## config.mk

```make
export PLATFORM = sky130hd
export DESIGN_NAME = uart_rx_sampler
export DESIGN_NICKNAME = d
export VERILOG_FILES = /design/src/rtl/uart_rx_sampler.sv
export SDC_FILE = /design/constraint.sdc
export NUM_CORES = 1
export LEC_CHECK = 0
export ABC_AREA = 1
export BUFFER_PORTS_ARGS = -buffer_cell sky130_fd_sc_hd__buf_2
export CELL_PAD_IN_SITES_DETAIL_PLACEMENT = 0
export CELL_PAD_IN_SITES_GLOBAL_PLACEMENT = 1
export CORE_ASPECT_RATIO = 0.8
export CORE_MARGIN = 3
export CORE_UTILIZATION = 45
export CTS_CLUSTER_DIAMETER = 200
export DETAILED_ROUTE_END_ITERATION = 10
export GPL_ROUTABILITY_DRIVEN = 0
export HOLD_SLACK_MARGIN = 0.06
export PLACE_DENSITY_LB_ADDON = 0.15
export SLEW_MARGIN = 25
export SYNTH_ARGS = -nofsm -noshare
export SYNTH_HDL_FRONTEND = slang
export SYNTH_SLANG_ARGS = --single-unit
export TNS_END_PERCENT = 50
```

## constraint.sdc

```tcl
create_clock -name clk -period 2.16 [get_ports clk]
set_input_delay 0.432 -clock clk [delete_from_list [all_inputs] [get_ports clk]]
set_output_delay 0.432 -clock clk [all_outputs]
set_load 0.01 [all_outputs]
```

## src/rtl/uart_rx_sampler.sv

```systemverilog
// UART receive front end: synchronises the serial line, aligns oversampling
// to the start edge, validates start/stop bits and deserialises LSB-first.
module uart_rx_sampler #(
   parameter int CLK_FREQ   = 50000000,
   parameter int BAUD       = 9600,
   parameter int OVERSAMPLE = 16,
   parameter int DATA_BITS  = 8
) (
   input  logic                 clk,
   input  logic                 rst,
   input  logic                 rx,
   output logic [DATA_BITS-1:0] rx_data,
   output logic                 rx_valid,
   output logic                 frame_err,
   output logic                 busy
);

   localparam int DIV_RAW = CLK_FREQ / (BAUD * OVERSAMPLE);
   localparam int DIV     = (DIV_RAW < 1) ? 1 : DIV_RAW;
   localparam int DIV_W   = (DIV > 1) ? $clog2(DIV) : 1;
   localparam int SAMP_W  = $clog2(OVERSAMPLE);

   localparam logic [DIV_W-1:0]  DIV_LAST  = DIV_W'(DIV - 1);
   localparam logic [SAMP_W-1:0] SAMP_MID  = SAMP_W'(OVERSAMPLE / 2 - 1);
   localparam logic [SAMP_W-1:0] SAMP_LAST = SAMP_W'(OVERSAMPLE - 1);
   localparam logic [2:0]        BIT_LAST  = 3'(DATA_BITS - 1);

   typedef enum logic [1:0] {
      IDLE,
      START,
      DATA,
      STOP
   } state_t;

   state_t                state;
   logic                  rx_s1;
   logic                  rx_s;
   logic                  rx_d;
   logic [DIV_W-1:0]      div_cnt;
   logic                  tick;
   logic [SAMP_W-1:0]     samp;
   logic [2:0]            bit_idx;
   logic [DATA_BITS-1:0]  shreg;
   logic                  start_det;

   // Two-flop synchroniser plus one delayed copy for falling-edge detection.
   always_ff @(posedge clk or negedge rst) begin
      if (!rst) begin
         rx_s1 <= 1'b1;
         rx_s  <= 1'b1;
         rx_d  <= 1'b1;
      end else begin
         rx_s1 <= rx;
         rx_s  <= rx_s1;
         rx_d  <= rx_s;
      end
   end

   // A start is only recognised on a high-to-low transition, so a line
   // stuck low (break) cannot retrigger reception.
   assign start_det = (state == IDLE) && rx_d && !rx_s;
   assign tick      = (div_cnt == DIV_LAST);

   // Oversampling tick divider, re-phased to the start edge.
   always_ff @(posedge clk or negedge rst) begin
      if (!rst) begin
         div_cnt <= '0;
      end else if (start_det || tick) begin
         div_cnt <= '0;
      end else begin
         div_cnt <= div_cnt + 1'b1;
      end
   end

   // Frame FSM: mid-bit start validation, data shift, stop check, outputs.
   always_ff @(posedge clk or negedge rst) begin
      if (!rst) begin
         state     <= IDLE;
         samp      <= '0;
         bit_idx   <= '0;
         shreg     <= '0;
         rx_data   <= '0;
         rx_valid  <= 1'b0;
         frame_err <= 1'b0;
         busy      <= 1'b0;
      end else begin
         rx_valid <= 1'b0;
         case (state)
            IDLE: begin
               if (start_det) begin
                  state <= START;
                  samp  <= '0;
                  busy  <= 1'b1;
               end
            end
            START: begin
               if (tick) begin
                  if (samp == SAMP_MID) begin
                     if (rx_s) begin
                        // Line back high at mid-bit: treat as a glitch.
                        state <= IDLE;
                        busy  <= 1'b0;
                     end else begin
                        state   <= DATA;
                        samp    <= '0;
                        bit_idx <= '0;
                     end
                  end else begin
                     samp <= samp + 1'b1;
                  end
               end
            end
            DATA: begin
               if (tick) begin
                  if (samp == SAMP_LAST) begin
                     // Right shift: after the last bit the first one sits in the LSB.
                     shreg <= {rx_s, shreg[DATA_BITS-1:1]};
                     samp  <= '0;
                     if (bit_idx == BIT_LAST) begin
                        state <= STOP;
                     end else begin
                        bit_idx <= bit_idx + 1'b1;
                     end
                  end else begin
                     samp <= samp + 1'b1;
                  end
               end
            end
            STOP: begin
               if (tick) begin
                  if (samp == SAMP_LAST) begin
                     if (rx_s) begin
                        rx_data   <= shreg;
                        rx_valid  <= 1'b1;
                        frame_err <= 1'b0;
                     end else begin
                        frame_err <= 1'b1;
                     end
                     state <= IDLE;
                     samp  <= '0;
                     busy  <= 1'b0;
                  end else begin
                     samp <= samp + 1'b1;
                  end
               end
            end
            default: begin
               state <= IDLE;
               busy  <= 1'b0;
            end
         endcase
      end
   end

endmodule

```

==> impl_metrics.py <==
metrics = {
    "setup_path": {
        "crit_type": "flip-flop to flip-flop",
        "cp_top_family": "simple AND/OR/NAND/NOR gates",
        "cp.arrival_ns": 1.95,
        "crit_required_ns": 2.39,
        "crit_buf_inv": 2,
        "crit_path_cell_trace": "inv_1 -> ha_1 -> nand2_1 -> nor2_2 -> nand2_4 -> nor2_8 -> nand4_4 -> inv_1 -> nand2_1 -> nand2_1",
        "crit_top_cell": "nand2_1",
        "setup.worst_path.end_class": "flip-flop",
        "critPathLaunchType": "flip-flop",
        "cpMaxStageDelayCell": "dfrtp_1",
        "cpPeakStageDelay_ns": 0.42,
        "worstPathMaxFanout": 16,
    },
    "sta": {
        "fin_tns_setup_ns": 0,
        "final_hold_viol_count": 0,
        "fmax_mhz": 580,
        "slew_headroom_pct": 66.8,
        "setup_violations": 0,
        "fin_crit_sh_pct": 79.9,
        "maxSlewViolCount": 0,
        "rsz0062_at_grt": "false",
        "tightest_slew_ns": 0.498,
        "period_needed_ns": 1.73,
        "final.setup_skew_ns": 0.00792,
    },
    "clock_tree": {
        "cts-htree-levels": 2,
        "cts_tree": "yes",
        "clock-root-buffer": "clkbuf_8",
        "cts_buffer_depth": 2,
        "clk_pin_slew_ns": 0.08,
        "clock_latency_ns": 0.29,
        "hold_buffers": 0,
        "post_cts_buffers": 0,
        "cts_buffers": 5,
        "cts.sinks": 40,
        "ctsResizeCount": 0,
    },
    "route": {
        "drcViolationCount": 0,
        "routedWlPerCell_um": 12.2,
        "drt-total-wl_um": 3470,
        "vias": 1383,
        "antenna_left": 0,
        "viasPerCell": 4.85,
        "first_pass_iters": 4,
        "drt_first_iter_violations": 57,
    },
    "power": {
        "leakagePower_uw": 0.00111,
        "ir_drop_mv": 0.375,
        "powerDensity_mw_per_mm2": 981,
    },
    "die": {
        "ios": 14,
        "row_count": 20,
        "start_util_pct": 48.8,
        "die_h_um": 64.8,
        "coreArea_mm2": 0.00398,
        "die_w_um": 79.5,
        "die-area_mm2": 0.00515,
    },
    "place": {
        "hpwl_um": 2640,
        "io_buffers": 13,
        "placed_cells": 277,
    },
    "finish": {
        "final_nets": 237,
        "antenna_cells": 0,
        "final_cells": 285,
        "area_growth_pct": 10.3,
        "fillers": 363,
        "drive_above_1_share_pct": 23.0,
    },
    "yosys": {
        "yosysTopAreaCell": "dfrtp_1",
        "synth.most_common_cell": "nand2_1",
        "synth_flop_cell": "dfrtp_1",
        "ys_seq_elements": 40,
        "yosysSeqAreaShare_pct": 51.7,
        "yosysUniqueCellTypes": 31,
        "netlist_area_mm2": 0.00194,
        "ys_async_sr_fraction_pct": 100,
        "synth_area_leaders": "dfrtp_1, nand2_1, inv_1",
        "yosys-top-cells-count": "nand2_1, dfrtp_1, inv_1",
        "syn-num-nets": 219,
        "syn_avg_cell_area_um2": 9.21,
        "synth_edf_count": 0,
        "synth_cells": 211,
        "synth-warning-count": 0,
        "yosysTopAreaCellShare_pct": 47.6,
    },
    "hold_path": {
        "hp-class": "input port to asynchronous set/reset pin",
    },
    "global_routing": {
        "groute.usage.overall_pct": 15.9,
        "grt_pass1_vias": 1412,
        "grt_pass1_wl_um": 6310,
        "antenna_found_initial": 0,
        "grt_overflow": 0,
        "grt_max_degree": 23,
    },
    "job": {
        "maxCapViolCount": 0,
    },
    "status": {
        "status": "completed",
    },
}
==> report_power, final <==
| part | switching, uW | internal (uW) | leakage [uW] |
|---|---|---|---|
| registers | 153 | 869 | 0.000529 |
| logic | 366 | 213 | 0.000531 |
| clock network | 249 | 255 | 0.0000510 |
==> path summary, 6_finish.rpt <==
path,start,endpoint,slack (ns),depth (start not counted)
min,rst,div_cnt[1],0.1,1
max in group asynchronous,rst,rx_s,1.46,2
min in group clk,rx,rx_s1,0.23,1
max,div_cnt[0],rx_data[0],0.43,10
max reg2reg,div_cnt[0],rx_data[0],0.43,10
min reg2reg,rx_s1,rx_s,0.37,0
==> logic make-up after synthesis <==
family / after synthesis / synth area share (%)
compound gates: 31 / 9.92
buf+inv: 29 / 6.95
simple gates: 104 / 27.3
xor+xnor: 2 / 0.902
fa+ha+maj: 5 / 3.22
flops: 40 / 51.7
==> sequential cells by signal, summed over array words and instances (netlist names), 3 cells and up, named ones only <==
signal   cells
rx_data      8
samp         4
div_cnt      9
shreg        8
bit_idx      3
==> final cells by class <==
cell class / instances / area [um^2] / share of cell area, %
sequential: 40 / 1000 / 46.9
multi-input combinational: 142 / 803 / 37.5
inverter: 25 / 93.8 / 4.38
clock buffer: 6 / 82.6 / 3.85
timing repair buffer: 15 / 80.1 / 3.74
tap: 55 / 68.8 / 3.21
clock inverter: 2 / 10.0 / 0.467
==> routing by layer <==
metal  share of wire [%]  global-route usage, %
met1                  49                   21.1
met2                  44                   24.0
met3                 5.1                   5.42
met4                 1.8                   6.44
met5                   0                      0
==> worst register-to-register path, cell delays in order, from the launching register on <==
cell     delay (ns)
dfrtp_1        0.42
inv_1          0.07
ha_1           0.13
nand2_1        0.06
nor2_2         0.14
nand2_4        0.12
nor2_8         0.14
nand4_4        0.27
inv_1          0.21
nand2_1        0.06
nand2_1        0.05
==> cells in the final DEF, fill, tap and decap left out, types with 2 or more instances in the layout <==
cell and count:
nor2_2 2, nor2_4 2, nand3b_1 3, o21ai_2 7, nand3_1 12, inv_1 22
inv_2 3, o21ai_0 13, a21oi_2 2, nand2_1 57, a21oi_1 5, buf_2 13
buf_4 2, dfrtp_1 37, clkinv_2 2, ha_1 5, dfstp_2 3, nor2_1 10
clkbuf_8 6, o21ai_1 2, nand2_2 5, nand2_4 2, nor3_1 5
==> stage by stage <==
step           setup slack, ns  instance area, um^2  total power [uW]  utilization [%]  hold slack (ns)
6_report                 0.435                 2140              2100             53.9           0.0975
5_1_grt                  0.260                 2140              2290             53.9            0.126
4_1_cts                  0.413                 2140              2140             53.9            0.109
3_5_place_dp             0.438                 2050              1620             51.5            0.354
3_3_place_gp             0.532                 2050              1590             51.5            0.351
2_1_floorplan            0.667                 1940              1490                -            0.136
(Power assumes the default switching activity.)
